==> config.mk <==
export PLATFORM = sky130hd
export DESIGN_NAME = ps2_frame_receiver
export DESIGN_NICKNAME = d
export VERILOG_FILES = /design/src/rtl/ps2_frame_receiver.sv
export SDC_FILE = /design/constraint.sdc
export NUM_CORES = 1
export LEC_CHECK = 0
export BUFFER_PORTS_ARGS = -buffer_cell sky130_fd_sc_hd__buf_2
export CAP_MARGIN = 0
export CORE_ASPECT_RATIO = 0.8
export CORE_UTILIZATION = 50
export DETAILED_ROUTE_END_ITERATION = 16
export PLACE_DENSITY_LB_ADDON = 0.2
export SYNTH_ARGS = -nofsm -noshare
export SYNTH_HDL_FRONTEND = slang
export SYNTH_SLANG_ARGS = --single-unit
==> constraint.sdc <==
create_clock -name clk -period 5.2 [get_ports clk]
set_input_delay 0.52 -clock clk [delete_from_list [all_inputs] [get_ports clk]]
set_output_delay 0.52 -clock clk [all_outputs]
set_load 0.02 [all_outputs]
==> src/rtl/ps2_frame_receiver.sv <==
// -----------------------------------------------------------------------------
// ps2_frame_receiver
//
// Receives PS/2 device-to-host frames: 1 start bit (0), 8 data bits sent
// LSB first, 1 odd-parity bit and 1 stop bit (1). Both raw lines are
// synchronized into clk. The clock line is also de-glitched. Each good byte
// is presented as a one-cycle strobe. Bad frames are dropped and reported.
//
// Ports:
//   clk          system clock (single domain)
//   rst          synchronous active-high reset
//   ps2_clk      raw PS/2 clock line (asynchronous)
//   ps2_data     raw PS/2 data line (asynchronous)
//   rx_enable    receive enable; low aborts any frame and holds the FSM idle
//   data_out     last correctly received byte, held until the next good frame
//   data_valid   one-cycle strobe; data_out is new in the same cycle
//   frame_error  one-cycle strobe on parity/stop error or inter-bit timeout
// -----------------------------------------------------------------------------
module ps2_frame_receiver #(
    parameter int FILTER_LEN     = 8,
    parameter int TIMEOUT_CYCLES = 3200
) (
    input  logic       clk,
    input  logic       rst,
    input  logic       ps2_clk,
    input  logic       ps2_data,
    input  logic       rx_enable,
    output logic [7:0] data_out,
    output logic       data_valid,
    output logic       frame_error
);

    localparam int TW = $clog2(TIMEOUT_CYCLES + 1);

    typedef enum logic [1:0] {
        IDLE   = 2'd0,
        DATA   = 2'd1,
        PARITY = 2'd2,
        STOP   = 2'd3
    } state_t;

    // ------------------------------------------------------------------
    // Input path: synchronizers, clock filter, falling-edge detect.
    // This path runs independently of rx_enable.
    // ------------------------------------------------------------------
    logic [1:0]            clk_sync_q;
    logic [1:0]            data_sync_q;
    logic [FILTER_LEN-1:0] filt_q;
    logic                  fclk_q;
    logic                  fall_q;
    logic                  all_low;
    logic                  all_high;
    logic                  bit_in;

    assign all_low  = (filt_q == '0);
    assign all_high = &filt_q;
    // The data line is sampled in the same cycle that fall is high. The
    // device holds data stable for the whole clock-low phase, so no extra
    // alignment delay is needed.
    assign bit_in   = data_sync_q[1];

    always_ff @(posedge clk) begin
        if (rst) begin
            clk_sync_q  <= 2'b11;
            data_sync_q <= 2'b11;
            filt_q      <= '1;
            fclk_q      <= 1'b1;
            fall_q      <= 1'b0;
        end else begin
            clk_sync_q  <= {clk_sync_q[0], ps2_clk};
            data_sync_q <= {data_sync_q[0], ps2_data};
            filt_q      <= {filt_q[FILTER_LEN-2:0], clk_sync_q[1]};
            // Change level only on a full window of agreeing samples.
            // A mixed window keeps the previous level.
            if (all_low) begin
                fclk_q <= 1'b0;
            end else if (all_high) begin
                fclk_q <= 1'b1;
            end
            // fall is high in the cycle in which fclk is first seen low.
            fall_q <= fclk_q & all_low;
        end
    end

    // ------------------------------------------------------------------
    // Frame FSM
    // ------------------------------------------------------------------
    state_t         state_q, state_d;
    logic [2:0]     bitcnt_q, bitcnt_d;
    logic [7:0]     shift_q, shift_d;
    logic           parity_q, parity_d;
    logic [TW-1:0]  to_q, to_d;
    logic [7:0]     data_out_q, data_out_d;
    logic           valid_q, valid_d;
    logic           err_q, err_d;

    always_comb begin
        state_d    = state_q;
        bitcnt_d   = bitcnt_q;
        shift_d    = shift_q;
        parity_d   = parity_q;
        to_d       = to_q;
        data_out_d = data_out_q;
        valid_d    = 1'b0;
        err_d      = 1'b0;

        if (!rx_enable) begin
            state_d  = IDLE;
            bitcnt_d = 3'd0;
            to_d     = '0;
        end else if (state_q != IDLE && to_q == TW'(TIMEOUT_CYCLES)) begin
            // The device stalled mid-frame. Drop the partial byte.
            state_d  = IDLE;
            bitcnt_d = 3'd0;
            to_d     = '0;
            err_d    = 1'b1;
        end else begin
            if (state_q == IDLE) begin
                to_d = '0;
            end else begin
                to_d = to_q + TW'(1);
            end

            if (fall_q) begin
                to_d = '0;
                unique case (state_q)
                    IDLE: begin
                        // A high start bit is treated as line noise and is
                        // ignored without reporting an error.
                        if (!bit_in) begin
                            state_d  = DATA;
                            bitcnt_d = 3'd0;
                        end
                    end
                    DATA: begin
                        // Bits arrive LSB first. Shifting right with each new
                        // bit in the MSB leaves the byte in order after 8 bits.
                        shift_d = {bit_in, shift_q[7:1]};
                        if (bitcnt_q == 3'd7) begin
                            state_d = PARITY;
                        end else begin
                            bitcnt_d = bitcnt_q + 3'd1;
                        end
                    end
                    PARITY: begin
                        parity_d = bit_in;
                        state_d  = STOP;
                    end
                    STOP: begin
                        state_d = IDLE;
                        if (bit_in && ((^shift_q) ^ parity_q)) begin
                            valid_d    = 1'b1;
                            data_out_d = shift_q;
                        end else begin
                            err_d = 1'b1;
                        end
                    end
                    default: state_d = IDLE;
                endcase
            end
        end
    end

    always_ff @(posedge clk) begin
        if (rst) begin
            state_q    <= IDLE;
            bitcnt_q   <= 3'd0;
            shift_q    <= 8'h00;
            parity_q   <= 1'b0;
            to_q       <= '0;
            data_out_q <= 8'h00;
            valid_q    <= 1'b0;
            err_q      <= 1'b0;
        end else begin
            state_q    <= state_d;
            bitcnt_q   <= bitcnt_d;
            shift_q    <= shift_d;
            parity_q   <= parity_d;
            to_q       <= to_d;
            data_out_q <= data_out_d;
            valid_q    <= valid_d;
            err_q      <= err_d;
        end
    end

    assign data_out    = data_out_q;
    assign data_valid  = valid_q;
    assign frame_error = err_q;

endmodule

### Word level (Yosys, flattened, before mapping)

Index checks and enable logic that the tools add are counted.

| cells by class | value |
|---|---|
| add/sub/neg operators | 2 |
| $mul | 0 |
| divide/modulo/power cells | 0 |
| magnitude comparators | 0 |
| eq/ne operators | 8 |
| shift-type cells | 0 |
| mux-type cells | 13 |
| bitwise operators | 6 |
| reductions and logical operators | 18 |

Operators with widths:

| kind | number |
|---|---|
| adder 12 x 1 -> 12 bit, second input constant | 1 |
| equality test 12 bit, second input constant | 1 |
| AND reduction 4 bit | 3 |
| OR reduction 5 bit | 2 |
| zero test 8 bit | 1 |
| one-hot mux 2 bit (4 select lines) | 1 |
| AND reduction 8 bit | 1 |
| parity 8 bit | 1 |
| 2-to-1 mux 1 bit | 7 |
| 2-to-1 mux 3 bit | 2 |
| inequality test 2 bit, second input constant | 3 |
| one-hot mux 3 bit (2 select lines) | 1 |
| nonzero test 2 bit | 3 |
| AND reduction 5 bit | 1 |
| equality test 2 bit, second input constant | 2 |
| 2-to-1 mux 2 bit | 2 |
| NOT 1 bit | 4 |
| adder 3 x 1 -> 3 bit, second input constant | 1 |
| equality test 3 bit, second input constant | 1 |
| AND reduction 3 bit | 1 |
| OR reduction 3 bit | 1 |
| equality test 2 x 1 -> 1 bit, second input constant | 1 |
| logical AND 1 bit | 2 |
| zero test 2 bit | 1 |
| 3 further kinds | 3 |

| word-level totals | value |
|---|---|
| register bits | 50 |
| bits in latches | 0 |
| memory bits (writable) | 0 |
| ROM bits | 0 |
| bits of input ports | 5 |
| output and inout bits | 10 |
| logic and storage cells | 60 |
| memories | 0 |

### Logic depth before layout (Yosys ltp)

| logic depth | value |
|---|---|
| depth after elaboration | 7 |
| depth in mapped cells | 8 |
| gate-level depth less buffers | 7 |

### Worst setup path after synthesis

Ideal clock, no wire load.

| timing | value |
|---|---|
| path kind | reg2reg |
| start | register state_q[0] |
| end | register shift_q[0] |
| setup time | 127 ps |
| arrival time | 1667 ps |
| data required time | 5073 ps |
| path slack | 3406 ps |
| stages on the path, launching flop included | 9 |
| buffers on the path | 1 |
| clock period less this slack | 1794 ps |
| cell sequence | dfxtp_1 inv_1 ha_1 nor4b_1 nand3_1 and4_1 buf_2 mux2i_1 nor2_1 |

| on the way | value |
|---|---|
| cells in the longest elaborated chain, start to end | 4 |
| elaborated cells on any way between the ends | 5 |
| classes of those cells | eq/ne: 1; bitwise: 1; reduce/logical: 3 |

Ends and longest elaborated chain:

| item | RTL line | source |
|---|---|---|
| start, declared | 88 | `state_t state_q, state_d;` |
| start signal, assigned | 175 | `state_q <= state_d;` |
| nonzero test 2 bit | 111 | `end else if (state_q != IDLE && to_q == TW'(TIMEOUT_CYCLES)) begin` |
| logical AND 1 bit | 111 |  |
| NOT 1 bit (no source line) | -- |  |
| AND reduction 4 bit (no source line) (*) | -- |  |
| end signal, assigned | 177 | `shift_q <= shift_d;` |
| end, declared | 90 | `logic [7:0] shift_q, shift_d;` |

Every way passes the cells marked *; elsewhere a longest branch is shown, timed or not.
A chain may end at the register's enable or synchronous reset.

### Worst setup path after layout

| timing | value |
|---|---|
| start | register state_q[0] |
| end | register to_q[7] |

| on the way | value |
|---|---|
| cells in the longest elaborated chain, start to end | 3 |
| elaborated cells on any way between the ends | 4 |
| classes of those cells | reduce/logical: 4 |

Ends and longest elaborated chain:

| item | RTL line | source |
|---|---|---|
| nonzero test 2 bit | 111 |  |
| logical AND 1 bit | 111 |  |
| OR reduction 5 bit (no source line) (*) | -- |  |
| end signal, assigned | 179 | `to_q <= to_d;` |
| end, declared | 92 | `logic [TW-1:0] to_q, to_d;` |

Marks and branches as above.

==> impl_metrics.toml <==
[floorplanning]
boundaryPins = 15
start_util_pct = 53.56
die_h_microns = 59.84
die_w_microns = 74.30
design.core.area_sq_mm = 0.003904
rows = 20
die-area_sq_mm = 0.004446

[placement]
globalplace.congestion = 0.7415
port_buffers = 14
dp_hpwl_microns = 2268
place_ws_ns = 3.066
placed_cells = 274

[global_route]
overflow = 0
grt_max_degree = 41
grt_pass1_vias = 1230
grt_use_total_pct = 16.90
antenna_found_initial = 0
grt_pass1_wl_microns = 5485

[worst_setup_path]
cp_max_fo = 12
r2r_slack_ns = 3.10
required_ns = 5.38
cp_num_buf_inv = 1
path_delay_family = "simple AND/OR/NAND/NOR gates"
start_kind = "flip-flop"
crit_type = "flip-flop to flip-flop"
crit_path_top_delay_cell = "or3_1"
endpoint_kind = "flip-flop"
critPathMaxStageDelay_ns = 0.39
path_cells = "inv_1, ha_1, nor4b_1, nand3_1, nand2b_1, or3_1, nor2_1"
cp.arrival_ns = 2.28

[synthesis]
yosysMostFrequentCell = "dfxtp_1"
synth_area_sq_mm = 0.002091
syn_avg_cell_area_sq_um = 9.862
synth_top_cell_by_area = "dfxtp_1"
synthDistinctLibCells = 33
synthTopCellsByCount = "50 x dfxtp_1, 26 x nor2_1, 17 x mux2i_1, 16 x nand2b_1, 12 x or2_2"
ys_seq_elements = 50
synth_cells = 212
synth_nets = 226
netlist.area_leader.share_pct = 47.88
synth-edff-count = 0
ys.flop_type = "dfxtp_1"
synthArstFlopShare_pct = 0
ys_warn_count = 0
seq_area_frac_synth_pct = 47.88
synth_area_leaders = "dfxtp_1 48%, mux2i_1 8.1%, ha_1 5.4%"

[clock_tree]
clkSlewWorstSetupHoldPaths_ns = 0.09
clk_path_buf_depth = 2
clkLatencyLatePin_ns = 0.30
cts_tree = "built"
root_buffer = "clkbuf_8"
cts_buffers = 5
ctsHoldBuffers = 0
clock-sinks = 50
cts_setup_buffers = 0
cts_resized = 0
htreeDepth = 2

[drt]
ant_nets = 0
via_per_inst = 4.876
via_count = 1375
routedWlPerCell_microns = 11.39
drt_pass1_iterations = 4
drc_errors = 0
drtIter0Drc = 50
wl_microns = 3213

[finish]
syn_to_final_growth_pct = 11.73
drive_gt1_share_pct = 14.98
fill_cells = 342
layout.nets = 240
diodes = 0
final_cells = 282
fin_util_pct = 59.84

[power]
p_per_area_mw_per_mm2 = 311.2
switching_share_pct = 18.30
p_int_uw = 593.9
combPwrFrac_pct = 1.4
p_clk_share_pct = 45.6
switching_power_uw = 133.0
ir_drop_uv = 165.3
leakage_uw = 0.0008790
p_seq_share_pct = 53.0

[timing]
fin_ws_ns = 3.102
worst_pin_slew_ns = 0.6542
fin_setup_tns_ns = 0
slew_headroom_pct = 56.00
fin_crit_sh_pct = 40.35
fin_hold_ws_ns = 0.3911
final_max_slew_viol_count = 0
fin_crit_ns = 2.098
skew_ns = 0.007517
rsz0062_at_grt = "no"
finalSetupViolations = 0
timing_hold_violations_final = 0
fmax_mhz = 476.6

[status]
status = "completed"

[job]
max_cap_viol_count = 0

[worst_hold_path]
hold_class = "input port to flip-flop"
[worst paths after layout]
check,depth (start not counted),to,startpoint
max,7,to_q[7],state_q[0]
min,2,clk_sync_q[0],ps2_clk
max reg2reg,7,to_q[7],state_q[0]
min reg2reg,1,clk_sync_q[1],clk_sync_q[0]
[power groups by stage]
stage | Combinational (uW) | Sequential (uW) | Clock, uW
2_1_floorplan | 7.22 | 394 | 0
3_3_place_gp | 9.89 | 394 | 0
3_5_place_dp | 10.0 | 394 | 0
4_1_cts | 10.1 | 385 | 340
5_1_grt | 11.1 | 386 | 353
6_report | 9.82 | 385 | 332
[area by class of cell]
class,instances,area [sq um],area share (%)
sequential,50,1001,42.85
inverter,7,26.28,1.125
timing repair buffer,14,70.07,2.999
clock buffer,6,82.58,3.535
tap,55,68.82,2.946
clock inverter,2,60.06,2.571
multi-input combinational,148,1027,43.97
[flip-flops by register name, summed over array words and instances (netlist names)]
signal and flops:
bitcnt_q 3, clk_sync_q 2, data_out 8, data_sync_q 2, data_valid 1, fall_q 1, fclk_q 1, filt_q 8
frame_error 1, parity_q 1, shift_q 8, state_q 2, to_q 12
[per-stage QoR]
| stage | cell area [sq um] | total power [uW] |
|---|---|---|
| 2_1_floorplan | 2091 | 401.3 |
| 3_3_place_gp | 2193 | 404.2 |
| 3_5_place_dp | 2193 | 404.4 |
| 4_1_cts | 2336 | 735.3 |
| 5_1_grt | 2336 | 749.4 |
| 6_report | 2336 | 726.9 |
[layer usage]
metal / part of all wire [%] / global-route usage, % / up-vias
met4: 1.6 / 6.469 / 0
met1: 54 / 22.71 / 613
met2: 41 / 24.42 / 20
met5: 0 / 0 / -
li1: - / - / 737
met3: 4.1 / 6.577 / 5
[worst reg2reg max path, stage by stage, from the launching register on]
cell,delay [ns]
dfxtp_1,0.38
inv_1,0.11
ha_1,0.25
nor4b_1,0.31
nand3_1,0.21
nand2b_1,0.24
or3_1,0.39
nor2_1,0.10
[kinds of logic after synthesis]
logic type,synth area share (%)
simple gates,24.66
flops,47.88
xor+xnor,7.780
mux,8.139
buf+inv,2.992
compound gates,3.173
fa+ha+maj,5.386
[cell usage in the layout, fill, tap and decap left out, types with 2 or more instances in the layout]
cell,n
nor3_1,3
and4_1,3
nor4b_1,2
mux2i_1,17
nand2b_1,16
xor2_1,8
nand2_1,11
nand4_1,7
inv_1,7
nand3_1,4
buf_2,14
or2_2,12
dfxtp_1,50
or2b_1,3
a21oi_1,4
clkbuf_8,6
bufinv_16,2
ha_1,9
nor2_1,26
and3_1,3
xnor2_1,8
(Power assumes the default switching activity.)
